--- src/rtl/ram_port_arbiter_pkg.sv ---
// Shared types and helpers for the data-RAM port arbiter.
package ram_port_arbiter_pkg;

    typedef enum logic [1:0] {
        ARB_IDLE = 2'd0,
        ARB_M0   = 2'd1,
        ARB_M1   = 2'd2
    } arb_state_t;

    localparam int HOLD_CNT_W = 4;

    // Saturating increment so a long uncontended locked run never wraps.
    function automatic logic [HOLD_CNT_W-1:0] hold_inc(input logic [HOLD_CNT_W-1:0] cnt);
        return (cnt == '1) ? cnt : cnt + HOLD_CNT_W'(1);
    endfunction

endpackage

--- src/rtl/arb_rr_select.sv ---
// Combinational round-robin winner pick with a bounded lock override for the owner.
module arb_rr_select
    import ram_port_arbiter_pkg::*;
#(
    parameter int unsigned HOLD_MAX = 4
)(
    input  logic [1:0]            i_req,
    input  logic [1:0]            i_lock,
    input  logic                  i_owner_valid,
    input  logic                  i_owner,
    input  logic                  i_last_grant,
    input  logic [HOLD_CNT_W-1:0] i_hold_cnt,
    output logic                  o_winner,
    output logic                  o_valid
);

    logic w_prev;
    logic w_keep;

    // The current owner counts as the most recent grant even before last_grant updates.
    assign w_prev = i_owner_valid ? i_owner : i_last_grant;
    assign w_keep = i_owner_valid && i_req[i_owner] && i_lock[i_owner]
                    && (i_hold_cnt < HOLD_CNT_W'(HOLD_MAX));

    always_comb begin
        o_valid  = |i_req;
        o_winner = 1'b0;
        if (w_keep) begin
            o_winner = i_owner;
        end else if (&i_req) begin
            o_winner = ~w_prev;
        end else begin
            o_winner = i_req[1];
        end
    end

endmodule

--- src/rtl/ram_port_arbiter.sv ---
// Two-master arbiter for the single-port data RAM with registered read-data return.
module ram_port_arbiter
    import ram_port_arbiter_pkg::*;
#(
    parameter int          DATA_WIDTH = 32,
    parameter int          ADDR_WIDTH = 32,
    parameter int unsigned HOLD_MAX   = 4
)(
    input  logic                  clk,
    input  logic                  rst,
    input  logic                  m0_req,
    input  logic                  m0_we,
    input  logic                  m0_lock,
    input  logic [ADDR_WIDTH-1:0] m0_addr,
    input  logic [DATA_WIDTH-1:0] m0_wdata,
    output logic                  m0_gnt,
    output logic                  m0_rvalid,
    output logic [DATA_WIDTH-1:0] m0_rdata,
    input  logic                  m1_req,
    input  logic                  m1_we,
    input  logic                  m1_lock,
    input  logic [ADDR_WIDTH-1:0] m1_addr,
    input  logic [DATA_WIDTH-1:0] m1_wdata,
    output logic                  m1_gnt,
    output logic                  m1_rvalid,
    output logic [DATA_WIDTH-1:0] m1_rdata,
    output logic                  ram_we,
    output logic [ADDR_WIDTH-1:0] ram_addr,
    output logic [DATA_WIDTH-1:0] ram_wd,
    input  logic [DATA_WIDTH-1:0] ram_rd,
    output logic                  busy
);

    arb_state_t            r_state;
    arb_state_t            w_state_next;
    logic                  r_last_grant;
    logic [HOLD_CNT_W-1:0] r_hold_cnt;
    logic [HOLD_CNT_W-1:0] w_hold_next;
    logic [1:0]            w_req;
    logic [1:0]            w_we;
    logic [1:0]            w_lock;
    logic [1:0]            w_gnt;
    logic                  w_owner_valid;
    logic                  w_owner;
    logic                  w_sel_winner;
    logic                  w_sel_valid;

    assign w_req         = {m1_req, m0_req};
    assign w_we          = {m1_we, m0_we};
    assign w_lock        = {m1_lock, m0_lock};
    assign w_owner_valid = (r_state != ARB_IDLE);
    assign w_owner       = (r_state == ARB_M1);

    arb_rr_select #(
        .HOLD_MAX (HOLD_MAX)
    ) u_select (
        .i_req         (w_req),
        .i_lock        (w_lock),
        .i_owner_valid (w_owner_valid),
        .i_owner       (w_owner),
        .i_last_grant  (r_last_grant),
        .i_hold_cnt    (r_hold_cnt),
        .o_winner      (w_sel_winner),
        .o_valid       (w_sel_valid)
    );

    always_ff @(posedge clk or negedge rst) begin
        if (!rst) begin
            r_state      <= ARB_IDLE;
            r_last_grant <= 1'b1;
            r_hold_cnt   <= '0;
        end else begin
            r_state    <= w_state_next;
            r_hold_cnt <= w_hold_next;
            if (w_owner_valid) begin
                r_last_grant <= w_owner;
            end
        end
    end

    // A slot whose owner has already dropped req performs no access and raises no gnt.
    always_comb begin
        w_state_next = ARB_IDLE;
        w_hold_next  = '0;
        w_gnt        = '0;
        ram_we       = 1'b0;
        ram_addr     = '0;
        ram_wd       = '0;
        if (w_sel_valid) begin
            w_state_next = w_sel_winner ? ARB_M1 : ARB_M0;
        end
        if (w_owner_valid && w_sel_valid && (w_sel_winner == w_owner)) begin
            w_hold_next = hold_inc(r_hold_cnt);
        end
        case (r_state)
            ARB_M0: begin
                ram_addr = m0_addr;
                ram_wd   = m0_wdata;
                ram_we   = m0_we & m0_req;
                w_gnt[0] = m0_req;
            end
            ARB_M1: begin
                ram_addr = m1_addr;
                ram_wd   = m1_wdata;
                ram_we   = m1_we & m1_req;
                w_gnt[1] = m1_req;
            end
            default: begin
            end
        endcase
    end

    for (genvar gi = 0; gi < 2; gi++) begin : g_port
        logic                  r_rvalid;
        logic [DATA_WIDTH-1:0] r_rdata;

        always_ff @(posedge clk or negedge rst) begin
            if (!rst) begin
                r_rvalid <= 1'b0;
                r_rdata  <= '0;
            end else begin
                r_rvalid <= w_gnt[gi] & ~w_we[gi];
                if (w_gnt[gi] && !w_we[gi]) begin
                    r_rdata <= ram_rd;
                end
            end
        end
    end

    assign m0_gnt    = w_gnt[0];
    assign m1_gnt    = w_gnt[1];
    assign m0_rvalid = g_port[0].r_rvalid;
    assign m1_rvalid = g_port[1].r_rvalid;
    assign m0_rdata  = g_port[0].r_rdata;
    assign m1_rdata  = g_port[1].r_rdata;
    assign busy      = w_owner_valid;

endmodule

--- config.mk ---
export PLATFORM = sky130hd
export DESIGN_NAME = ram_port_arbiter
export DESIGN_NICKNAME = d
export VERILOG_FILES = /design/src/rtl/ram_port_arbiter_pkg.sv /design/src/rtl/arb_rr_select.sv /design/src/rtl/ram_port_arbiter.sv
export SDC_FILE = /design/constraint.sdc
export NUM_CORES = 1
export LEC_CHECK = 0
export BUFFER_PORTS_ARGS = -buffer_cell sky130_fd_sc_hd__buf_4
export CAP_MARGIN = 15
export CORE_AREA = 5 5 114 116
export DETAILED_ROUTE_END_ITERATION = 6
export DIE_AREA = 0 0 119 121
export PLACE_DENSITY = 0.69
export SYNTH_ARGS = -nofsm -noshare
export SYNTH_HDL_FRONTEND = slang
export SYNTH_SLANG_ARGS = --single-unit
--- constraint.sdc ---
create_clock -name clk -period 2 [get_ports clk]
set_input_delay 0.2 -clock clk [delete_from_list [all_inputs] [get_ports clk]]
set_output_delay 0.2 -clock clk [all_outputs]
set_load 0.005 [all_outputs]
Word-level counts from Yosys, hierarchy flattened
Index checks and enable logic that the tools add are counted.
W data, S select, Z words.
- register bits after elaboration: 73
- latch bits: 0
- memory bits (writable): 0
- memory bits (read-only): 0
- memories: 0
- add/sub/neg operators: 1
- multiply operators: 0
- div/mod/pow operators: 0
- magnitude comparators: 2
- eq/ne operators: 5
- shift operators: 0
- mux-type cells: 16
- bitwise logic cells: 7
- reduce and logical (&&, ||, !) cells: 12
- operator list (kind ; number):
    $pmux W32 S2 ; 2
    $mux W1 ; 9
    $mux W4 ; 2
    $logic_and A1 B1 Y1 ; 7
    $add A4 B1 Y4 const B ; 1
    $and A1 B1 Y1 ; 4
    $eq A4 B4 Y1 const B ; 1
    $lt A4 B3 Y1 const B ; 1
    $mux W2 ; 2
    $not A1 Y1 ; 3
    $eq A2 B1 Y1 const B ; 1
    $eq A2 B2 Y1 const B ; 1
    $logic_not A1 Y1 ; 2
    $lt A1 B2 Y1 const B ; 1
    $ne A2 B2 Y1 const B ; 1
    $pmux W1 S2 ; 1
    $reduce_and A2 Y1 ; 1
    $reduce_bool A2 Y1 ; 1
    $reduce_or A2 Y1 ; 1
    $eq A1 B1 Y1 ; 1

Longest topological paths before layout
Gate-level depths: netlist of run 1.
- depth in word-level cells: 10
- gate-level depth with buffers: 8

Cells and area by module
Synthesis of run 1 repeated with hierarchy kept, for this count alone.
- cells, all modules: 336
- area, all modules: 4105.2 um^2
- by module, submodules not included (module ; instances ; cells each ; area an instance (um^2) ; sequential area each (um^2)):
    ram_port_arbiter ; 1 ; 329 ; 4057.6 ; 1828.0
    arb_rr_select ; 1 ; 7 ; 47.5 ; 0.0

Least setup slack after synthesis of run 1
Ideal clock, no wire load.
- path type: reg2reg
- from: reg r_state[0]
- to: reg g_port[1].r_rdata[0] (netlist: m1_rdata[0])
- setup time: 0.128 ns
- arrival time: 1.615 ns
- path slack: 0.258 ns
- cell stages (with the launch flop): 9
- buffers on the path: 3
- clock period less this slack: 1.742 ns
- path through: dfrtp_1 -> inv_1 -> ha_1 -> and2_1 -> buf_2 -> nand2b_1 -> buf_2 -> buf_2 -> mux2_1
- word-level cells in the longest chain between the ends: 3
- ends and longest elaborated chain (element ; RTL line ; RTL):
    start: declaration ; ram_port_arbiter.sv:34 ; arb_state_t r_state;
    start signal: assignment ; ram_port_arbiter.sv:73 ; r_state <= w_state_next;
    $eq A2 B2 Y1 ; ram_port_arbiter.sv:95 ; case (r_state)
    $mux W1 ; ram_port_arbiter.sv:95 ;
    net m1_gnt ; ram_port_arbiter.sv:24 ; output logic m1_gnt,
    $logic_and A1 B1 Y1 ; ram_port_arbiter.sv:123 ; if (w_gnt[gi] && !w_we[gi]) begin
    end signal: assignment ; ram_port_arbiter.sv:124 ; r_rdata <= ram_rd;
    end: declaration ; ram_port_arbiter.sv:115 ; logic [DATA_WIDTH-1:0] r_rdata;
The timed path passes the listed nets, and every way through them passes these cells.
A chain may end at the register's enable or synchronous reset.

Final worst setup path of run 1
- from: reg r_state[1]
- to: out ram_addr[3]
- word-level cells in the longest chain between the ends: 2
- elaborated cells on any way between the ends: 3
- classes of those cells: eq/ne (2); mux (1)
- ends and longest elaborated chain (element ; RTL line ; RTL):
    $eq A2 B2 Y1 / $eq A2 B1 Y1 (equally long branches) ; ram_port_arbiter.sv:95 ;
    $pmux W32 S2 (*) ; ram_port_arbiter.sv:95 ;
    end: declaration ; ram_port_arbiter.sv:28 ; output logic [ADDR_WIDTH-1:0] ram_addr,
Every way passes the cells marked *; elsewhere a longest branch is shown, timed or not.

==> results of run 1 <==
-- critical path, stage by stage, from the launching register on --
cell     delay (ns)
dfrtp_1        0.38
buf_4          0.15
ha_4           0.19
buf_12         0.17
a22oi_1        0.26
nor2b_2        0.10
buf_4          0.15
-- cell families (layout without fill, tap and decap cells) --
group,count (synthesis),in the layout
AOI/OAI and AO/OA,70,70
xor gates and xnor gates,1,1
adders and majority gates,5,5
buffers and inverters,37,338
DFF,73,73
muxes,68,68
and+or+nand+nor,85,85
-- metrics by stage --
step                util [%]  setup TNS, ns  setup WS [ns]  std cells
finish                  57.3              0         0.0587        787
global route            57.3       -0.00785       -0.00785        787
CTS                     56.7              0         0.0122        783
detailed placement      53.4              0          0.166        764
global placement        53.4              0          0.218        764
floorplan                  -              0          0.258        339
-- how the worst min path moves through the flow --
| stage | end | slack, ns | depth (start not counted) |
|---|---|---|---|
| after CTS | r_state[0] | 0.06 | 2 |
| after global placement | m0_rdata[13] | 0.21 | 1 |
| final | r_state[0] | 0.08 | 2 |
| after floorplan | m0_rdata[0] | -0.1 | 0 |
| after global routing | r_state[0] | 0.08 | 2 |
| after detailed placement | m0_rdata[19] | 0.22 | 1 |
-- registers in the layout (all words and copies together), names as in the netlist --
name / cells
m1_rdata: 32
m0_rvalid: 1
m1_rvalid: 1
r_hold_cnt: 4
r_state: 2
m0_rdata: 32
r_last_grant: 1
-- layout by cell type, fill, tap and decap left out, types with 2 or more instances in the layout --
cell,n
a22oi_1,64
inv_1,6
clkbuf_16,11
mux2_2,3
nand3_1,2
and2_1,2
nand2_1,4
nor2b_1,64
buf_12,6
buf_4,304
nand2b_1,3
nor3_2,2
clkbuf_1,2
dfrtp_1,72
nor2_1,5
mux2_1,61
mux2i_1,3
buf_16,2
ha_1,2
ha_4,2
-- power groups by stage --
stage / sequential (W) / combinational [W] / clock, W
after floorplan: 0.00225 / 0.000844 / 0
after global placement: 0.00223 / 0.00236 / 0
after global routing: 0.00228 / 0.00270 / 0.00169
after detailed placement: 0.00225 / 0.00241 / 0
final: 0.00222 / 0.00251 / 0.00159
after CTS: 0.00222 / 0.00248 / 0.00163
-- metal layers --
metal	up-vias	wire, um	global-route usage [%]
met1	1912	5550	20.9
li1	1807	-	-
met5	-	0	0
met3	29	1260	5.59
met4	0	524	9.12
met2	219	8230	36.0
-- area by class of cell --
class                           instances  area share (%)
Sequential cell                        73            27.0
Inverter                                7           0.388
Timing Repair Buffer                  315            37.2
Clock buffer                           12            3.64
Tap cell                              147            2.72
Clock inverter                          4           0.758
Multi-Input combinational cell        229            28.3
-- repair_timing --
item | CTS | global route
cloned | 2 | 2
buffers inserted | 0 | 2
setup endpoints to repair | 4 | 55
gates resized for setup | 2 | 6
hold buffers | 1 | 0
endpoints found under the hold margin | 40 | 0
==> impl_metrics.py, run 1 <==
metrics = {
    "global_route": {
        "antenna_found_initial": 0,
        "grt_max_degree": 66,
        "grt_pass1_vias": 3980,
        "grt.total_usage_pct": 19.7,
        "grt_overflow": 0,
        "grt_pass1_wl_mm": 21.9,
    },
    "timing": {
        "final.setup_skew_ns": 0.00231,
        "relSlewSlack_pct": 64.2,
        "final-hold-violation-count": 0,
        "tightestPinTransition_ns": 0.537,
        "setup_violations": 0,
        "min_period_ns": 1.94,
        "slew_violations": 0,
        "fin_crit_sh_pct": 97.1,
        "max_freq_ghz": 0.515,
        "whs_ns": 0.0773,
    },
    "logic_synthesis": {
        "synth_mux_area_share_pct": 19.8,
        "synth_top_cells_by_count": "dfrtp_1 (72), a22oi_1 (65), nor2b_1 (65)",
        "synth_top_family_by_area": "multiplexers",
        "yosysMostFrequentCell": "dfrtp_1",
        "synth_top_area_share_pct": 46.7,
        "yosys-top-cells-area": "dfrtp_1 (47%), mux2_1 (18%), a22oi_1 (13%)",
        "yosys.area_share.simple_pct": 13.5,
        "synth_xor_area_share_pct": 0.227,
        "yosysTopAreaCell": "dfrtp_1",
        "synth_cells": 339,
        "syn-num-nets": 512,
        "synth_cell_type_count": 27,
        "yosysWarnings": 0,
        "ys_ff_latch": 73,
        "synthFlopType": "dfrtp_1",
        "synth_edf_count": 0,
        "ys_seq_area_share_pct": 47.4,
        "synth_adder_area_share_pct": 1.62,
        "synth_area_sq_um": 3860,
        "synth-compound-area-share_pct": 13.6,
        "avgSynthCellArea_sq_um": 11.4,
        "synth-async-reset-ratio_pct": 100,
    },
    "floorplan": {
        "rows": 40,
        "start_util_pct": 32.7,
        "fp.dieH_um": 121,
        "fp.dieArea_sq_um": 14400,
        "die_x_um": 119,
        "io_pins": 302,
        "core_sq_um": 11800,
    },
    "layout": {
        "fill_cells": 1019,
        "drive_gt1_share_pct": 53.4,
        "area_growth_pct": 75.4,
        "fin_area_sq_um": 6770,
        "ff_latch_area_sq_um": 1830,
        "diodes": 0,
        "final_net_count": 808,
        "multi_input_area_sq_um": 1920,
    },
    "outcome": {
        "status": "completed",
    },
    "critical_path": {
        "arrival_ns": 1.74,
        "r2r_slack_ns": 0.13,
        "crit_path_end_kind": "output port",
        "r2r-end": "r_state[1]",
        "critPathLaunch": "r_state[1]",
        "crit_required_ns": 1.80,
        "critPathKind": "reg2out",
        "r2r_start": "r_state[1]",
        "worst-r2r-cell-count": 6,
        "start_kind": "flop",
        "crit_end": "ram_addr[3]",
        "crit_fanout": 33,
    },
    "drt": {
        "drt_iter0_drc": 219,
        "via_count": 3967,
        "wl_per_cell_um": 19.8,
        "route.detailed.drc": 0,
        "viasPerCell": 5.04,
        "final_antenna_net_count": 0,
        "wirelength_mm": 15.6,
        "drtPass1Iterations": 4,
    },
    "placed_design": {
        "gp_congestion": 0.838,
        "dp.final_hpwl_mm": 11.9,
        "io_buffers": 301,
        "place_area_sq_um": 6310,
    },
    "cts": {
        "clock_latency_ns": 0.32,
        "numClockSinks": 73,
        "cts_root_buf": "clkbuf_16",
        "cts_buffer_depth": 2,
        "htreeDepth": 3,
        "cts_buffers": 9,
        "tritoncts": "built",
        "clkTransAtPathRegs_ns": 0.05,
    },
    "power_and_ir_drop": {
        "total_power_w": 0.00632,
        "vdd_drop_max_mv": 0.510,
        "p_leak_nw": 3.30,
        "power.switching_w": 0.00182,
        "p_comb_share_pct": 39.8,
        "power.internal_w": 0.00450,
        "swShare_pct": 28.8,
        "power_density_nw_per_um2": 933,
        "seqPwrFrac_pct": 35.1,
        "clkPwrFrac_pct": 25.2,
    },
    "job": {
        "max_cap_violations": 0,
    },
    "worst_hold_path": {
        "min-delay-start": "m1_req",
        "hold_path_class": "in2reg",
    },
}
No activity file was read; power rests on OpenSTA's default activity.
==> run 2, diff against run 1 <==
RECOVER_POWER = 100   (was default)
==> run 2 against run 1 <==
Compared with the run above:
- via count shrank 0.68%
- count of clock-buffer cells in the layout is the same
- sequential power is essentially flat
- setup slack gained 0.0019 ns
- critical path depth is the same
- non-clock buffer count is the same
- sequential share of layout area grew 0.39 points
- critical path type unchanged
- highest routed layer unchanged
==> impl_metrics.py, run 2 (synthesized netlist as in run 1, its figures left out) <==
metrics = {
    "critical_path": {
        "critPathKind": "reg2out",
        "worst-r2r-cell-count": 6,
        "crit_required_ns": 1.80,
        "crit_fanout": 33,
        "r2r_slack_ns": 0.13,
        "r2r_start": "r_state[1]",
        "arrival_ns": 1.74,
        "crit_path_end_kind": "output port",
        "r2r-end": "r_state[1]",
        "start_kind": "flop",
    },
    "timing": {
        "max_freq_ghz": 0.516,
        "final-hold-violation-count": 0,
        "fin_crit_sh_pct": 97.0,
        "setup_tns_ns": 0,
        "final.setup_skew_ns": 0.00210,
        "min_period_ns": 1.94,
        "setup_violations": 0,
        "tightestPinTransition_ns": 1.03,
        "relSlewSlack_pct": 31.7,
        "slew_violations": 0,
    },
    "placed_design": {
        "dp.final_hpwl_mm": 11.9,
        "place_area_sq_um": 6310,
        "io_buffers": 301,
        "gp_congestion": 0.838,
    },
    "layout": {
        "fill_cells": 1050,
        "final_net_count": 808,
        "area_growth_pct": 72.9,
        "drive_gt1_share_pct": 50.0,
        "final_common_cell": "buf_4",
        "mostFrequentLayoutCells": "buf_4 (236), dfrtp_1 (72), a22oi_1 (64), nor2b_1 (64), mux2_1 (61)",
        "fin_area_sq_um": 6670,
        "diodes": 0,
    },
    "floorplan": {
        "core_sq_um": 11800,
        "rows": 40,
        "fp.dieH_um": 121,
        "start_util_pct": 32.7,
        "die_x_um": 119,
        "fp.dieArea_sq_um": 14400,
        "io_pins": 302,
    },
    "cts": {
        "tritoncts": "built",
        "clkTransAtPathRegs_ns": 0.05,
        "cts_root_buf": "clkbuf_16",
        "clock_latency_ns": 0.32,
        "htreeDepth": 3,
        "cts_buffer_depth": 2,
        "cts_buffers": 9,
        "numClockSinks": 73,
    },
    "power_and_ir_drop": {
        "vdd_drop_max_mv": 0.507,
        "p_leak_nw": 3.21,
        "power_density_nw_per_um2": 922,
    },
    "global_route": {
        "grt_max_degree": 66,
        "antenna_found_initial": 0,
        "grt.total_usage_pct": 19.7,
        "grt_pass1_vias": 3980,
        "grt_overflow": 0,
        "grt_pass1_wl_mm": 21.9,
    },
    "drt": {
        "viasPerCell": 5.01,
        "drtPass1Iterations": 4,
        "wl_per_cell_um": 19.7,
        "final_antenna_net_count": 0,
        "drt_iter0_drc": 205,
        "via_count": 3940,
        "wirelength_mm": 15.5,
        "route.detailed.drc": 0,
    },
    "worst_hold_path": {
        "min-delay-start": "m1_req",
        "hold_path_class": "in2reg",
        "holdPathStages": 2,
        "min_to": "r_state[0]",
    },
    "job": {
        "max_cap_violations": 0,
    },
    "outcome": {
        "status": "completed",
    },
}
run 2: cell count changes in the layout (fill, tap and decap cells not counted), sizes merged:
cell    previous run  this run
clkbuf            14        82
buf              312       244
run 2: worst max-delay path, stage by stage (launching register included):
cell and delay (ns):
dfrtp_1 0.38, buf_4 0.15, ha_4 0.19, buf_12 0.17, a22oi_1 0.26, nor2b_2 0.10
buf_4 0.15
run 2: routing by layer:
metal | part of all wire, % | vias up | track usage [%]
met5 | 0 | - | 0
met4 | 3.8 | 0 | 9.12
met3 | 7.5 | 34 | 5.59
met2 | 52 | 211 | 36.0
met1 | 36 | 1885 | 20.9
li1 | - | 1810 | -
run 2: final cells by class:
type | count | area (sq um) | area share (%)
inverters | 7 | 26.3 | 0.394
flip-flops and latches | 73 | 1830 | 27.4
repair buffers | 315 | 2420 | 36.3
multi-input cells | 229 | 1910 | 28.7
well taps | 147 | 184 | 2.76
clock inverters | 4 | 51.3 | 0.769
clock buffers | 12 | 246 | 3.69
run 2: through the flow:
step           hold WS, ns  worst slack [ns]  total power (W)  util (%)  std cells
2_1_floorplan      -0.0956             0.258          0.00309         -        339
3_3_place_gp         0.210             0.218          0.00458      53.4        764
4_1_cts             0.0633            0.0122          0.00634      56.7        783
3_5_place_dp         0.217             0.166          0.00466      53.4        764
5_1_grt             0.0816          -0.00785          0.00651      56.5        787
6_report            0.0785            0.0606          0.00615      56.5        787
run 2: where the power goes:
part / switching, W / total, W / internal [W] / leakage (nW)
clock: 0.000583 / 0.00159 / 0.00100 / 0.143
combinational: 0.000971 / 0.00236 / 0.00139 / 2.18
sequential: 0.000248 / 0.00221 / 0.00196 / 0.885
total: 0.00180 / 0.00615 / 0.00435 / 3.21
run 2: how the worst max path moves through the flow:
stage | start | endpoint | slack, ns | cells past startpoint
2_1_floorplan | r_state[0] | m1_rdata[0] | 0.26 | 8
3_3_place_gp | r_state[0] | r_state[1] | 0.22 | 6
3_5_place_dp | r_state[0] | r_state[1] | 0.17 | 6
4_1_cts | r_state[1] | ram_addr[27] | 0.01 | 6
5_1_grt | r_state[1] | ram_addr[2] | -0.008 | 6
6_report | r_state[1] | ram_addr[3] | 0.06 | 6
run 2: timing repair:
item | 4_1_cts | 5_1_grt
hold buffers | 1 | 0
buffers inserted | 0 | 2
pin swaps | 0 | 0
gates resized for setup | 2 | 6
setup endpoints to repair | 4 | 55
cloned | 2 | 2
hold endpoints to repair | 40 | 0
==> run 3, diff against run 2 <==
CORE_AREA = 2 2 117 119   (was 5 5 114 116)
PLACE_DENSITY = default   (was 0.69)
==> run 3 against run 2 <==
Compared with the run above:
- final cell count up 3.6%
- count of clock-buffer cells in the layout decreased by 1
- largest cell class unchanged
- die area unchanged
- combinational power barely moved
- via count shrank 0.15%
- highest routed layer unchanged
- critical path depth down 1
- first-iteration DRC count fell by 2.0%
==> impl_metrics.py, run 3 (synthesized netlist as in run 1, its figures left out) <==
metrics = {
    "outcome": {
        "status": "completed",
    },
    "drt": {
        "drtPass1Iterations": 4,
        "drt_iter0_drc": 201,
        "wirelength_mm": 14.6,
        "wl_per_cell_um": 18.0,
        "viasPerCell": 4.83,
        "via_count": 3934,
        "route.detailed.drc": 0,
        "final_antenna_net_count": 0,
    },
    "floorplan": {
        "fp.dieH_um": 121,
        "start_util_pct": 29.5,
        "rows": 42,
        "fp.dieArea_sq_um": 14400,
        "io_pins": 302,
        "core_sq_um": 13100,
        "die_x_um": 119,
    },
    "global_route": {
        "grt_max_degree": 45,
        "grt.total_usage_pct": 19.4,
        "grt_pass1_vias": 3933,
        "antenna_found_initial": 0,
        "grt_pass1_wl_mm": 21.4,
        "grt_overflow": 0,
    },
    "worst_hold_path": {
        "hold_path_class": "in2reg",
    },
    "critical_path": {
        "start_kind": "flop",
        "crit_path_end_kind": "output port",
        "arrival_ns": 1.73,
        "critPathKind": "reg2out",
        "crit_required_ns": 1.80,
        "crit_fanout": 22,
    },
    "power_and_ir_drop": {
        "p_leak_nw": 3.15,
        "power_density_nw_per_um2": 930,
        "total_power_w": 0.00624,
        "vdd_drop_max_mv": 0.444,
    },
    "layout": {
        "mostFrequentLayoutCells": "buf_4 (185), clkbuf_4 (83), dfrtp_1 (70)",
        "drive_gt1_share_pct": 49.6,
        "diodes": 0,
        "fill_cells": 1178,
        "area_growth_pct": 73.9,
        "final_common_cell": "buf_4",
        "final_net_count": 807,
        "ff_latch_area_sq_um": 1830,
        "multi_input_area_sq_um": 1950,
        "final_util_pct": 51.3,
    },
    "timing": {
        "final.setup_skew_ns": 0.00495,
        "max_freq_ghz": 0.519,
        "fin_crit_sh_pct": 96.3,
        "min_period_ns": 1.93,
        "setup_violations": 0,
        "grt_setup_unrepaired": "no",
        "final-hold-violation-count": 0,
        "slew_violations": 0,
        "relSlewSlack_pct": 24.9,
        "tightestPinTransition_ns": 1.13,
        "setup_tns_ns": 0,
        "fin_ws_ns": 0.0748,
    },
    "placed_design": {
        "gp_congestion": 0.847,
        "io_buffers": 301,
        "dp.final_hpwl_mm": 11.4,
        "pre_cts_ws_ns": 0.0905,
    },
    "cts": {
        "htreeDepth": 3,
        "cts_setup_buffers": 0,
        "clock_latency_ns": 0.33,
        "cts_buffer_depth": 2,
        "numClockSinks": 73,
        "clkTransAtPathRegs_ns": 0.06,
        "tritoncts": "built",
        "cts_root_buf": "clkbuf_16",
        "cts_buffers": 9,
    },
    "job": {
        "max_cap_violations": 0,
    },
}
run 3: timing repair:
item / 4_1_cts / 5_1_grt
endpoints found under the hold margin: 43 / 0
resized for setup: 7 / 22
endpoints found under the setup margin: 39 / 48
gates cloned: 2 / 1
hold buffers: 1 / 0
run 3: report_power, final:
group,total [W],internal [W],switching (W)
Sequential,0.00220,0.00196,0.000239
Combinational,0.00234,0.00139,0.000957
Clock,0.00170,0.00112,0.000578
Total,0.00624,0.00447,0.00177
run 3: final timing paths:
check	from	end	slack (ns)	cells after the start
setup / recovery	r_state[1]	ram_addr[18]	0.07	5
hold / removal	m1_req	r_state[0]	0.08	2
setup reg to reg	r_state[0]	r_state[1]	0.11	6
hold reg to reg	m0_rdata[7]	m0_rdata[7]	0.49	1
max in group asynchronous	rst	r_last_grant	0.57	3
min in group asynchronous	rst	m1_rdata[12]	0.63	2
run 3: layout make-up:
type,instances,share of cell area (%)
clock inverters,5,1.17
clock buffers,11,3.62
inverters,7,0.429
well taps,176,3.28
repair buffers,314,35.1
multi-input cells,229,29.1
flip-flops and latches,73,27.3
run 3: through the flow:
step	hold slack [ns]	area, sq um	cells
floorplan	-0.0956	3860	339
global placement	0.230	6340	795
CTS	0.0699	6760	814
finish	0.0799	6710	815
global route	0.0778	6710	815
detailed placement	0.244	6340	795
run 3: worst max-delay path: stages (launching register included):
cell and delay (ns):
dfrtp_2 0.41, inv_2 0.08, ha_4 0.31, buf_4 0.22
nor2b_1 0.15, clkbuf_1 0.21
run 3: layer usage:
metal / vias up / share of wire [%] / GRT usage, %
li1: 1806 / - / -
met1: 1916 / 37 / 21.3
met2: 194 / 53 / 35.4
met3: 18 / 7.1 / 5.83
met4: 0 / 2.8 / 6.77
met5: - / 0 / 0
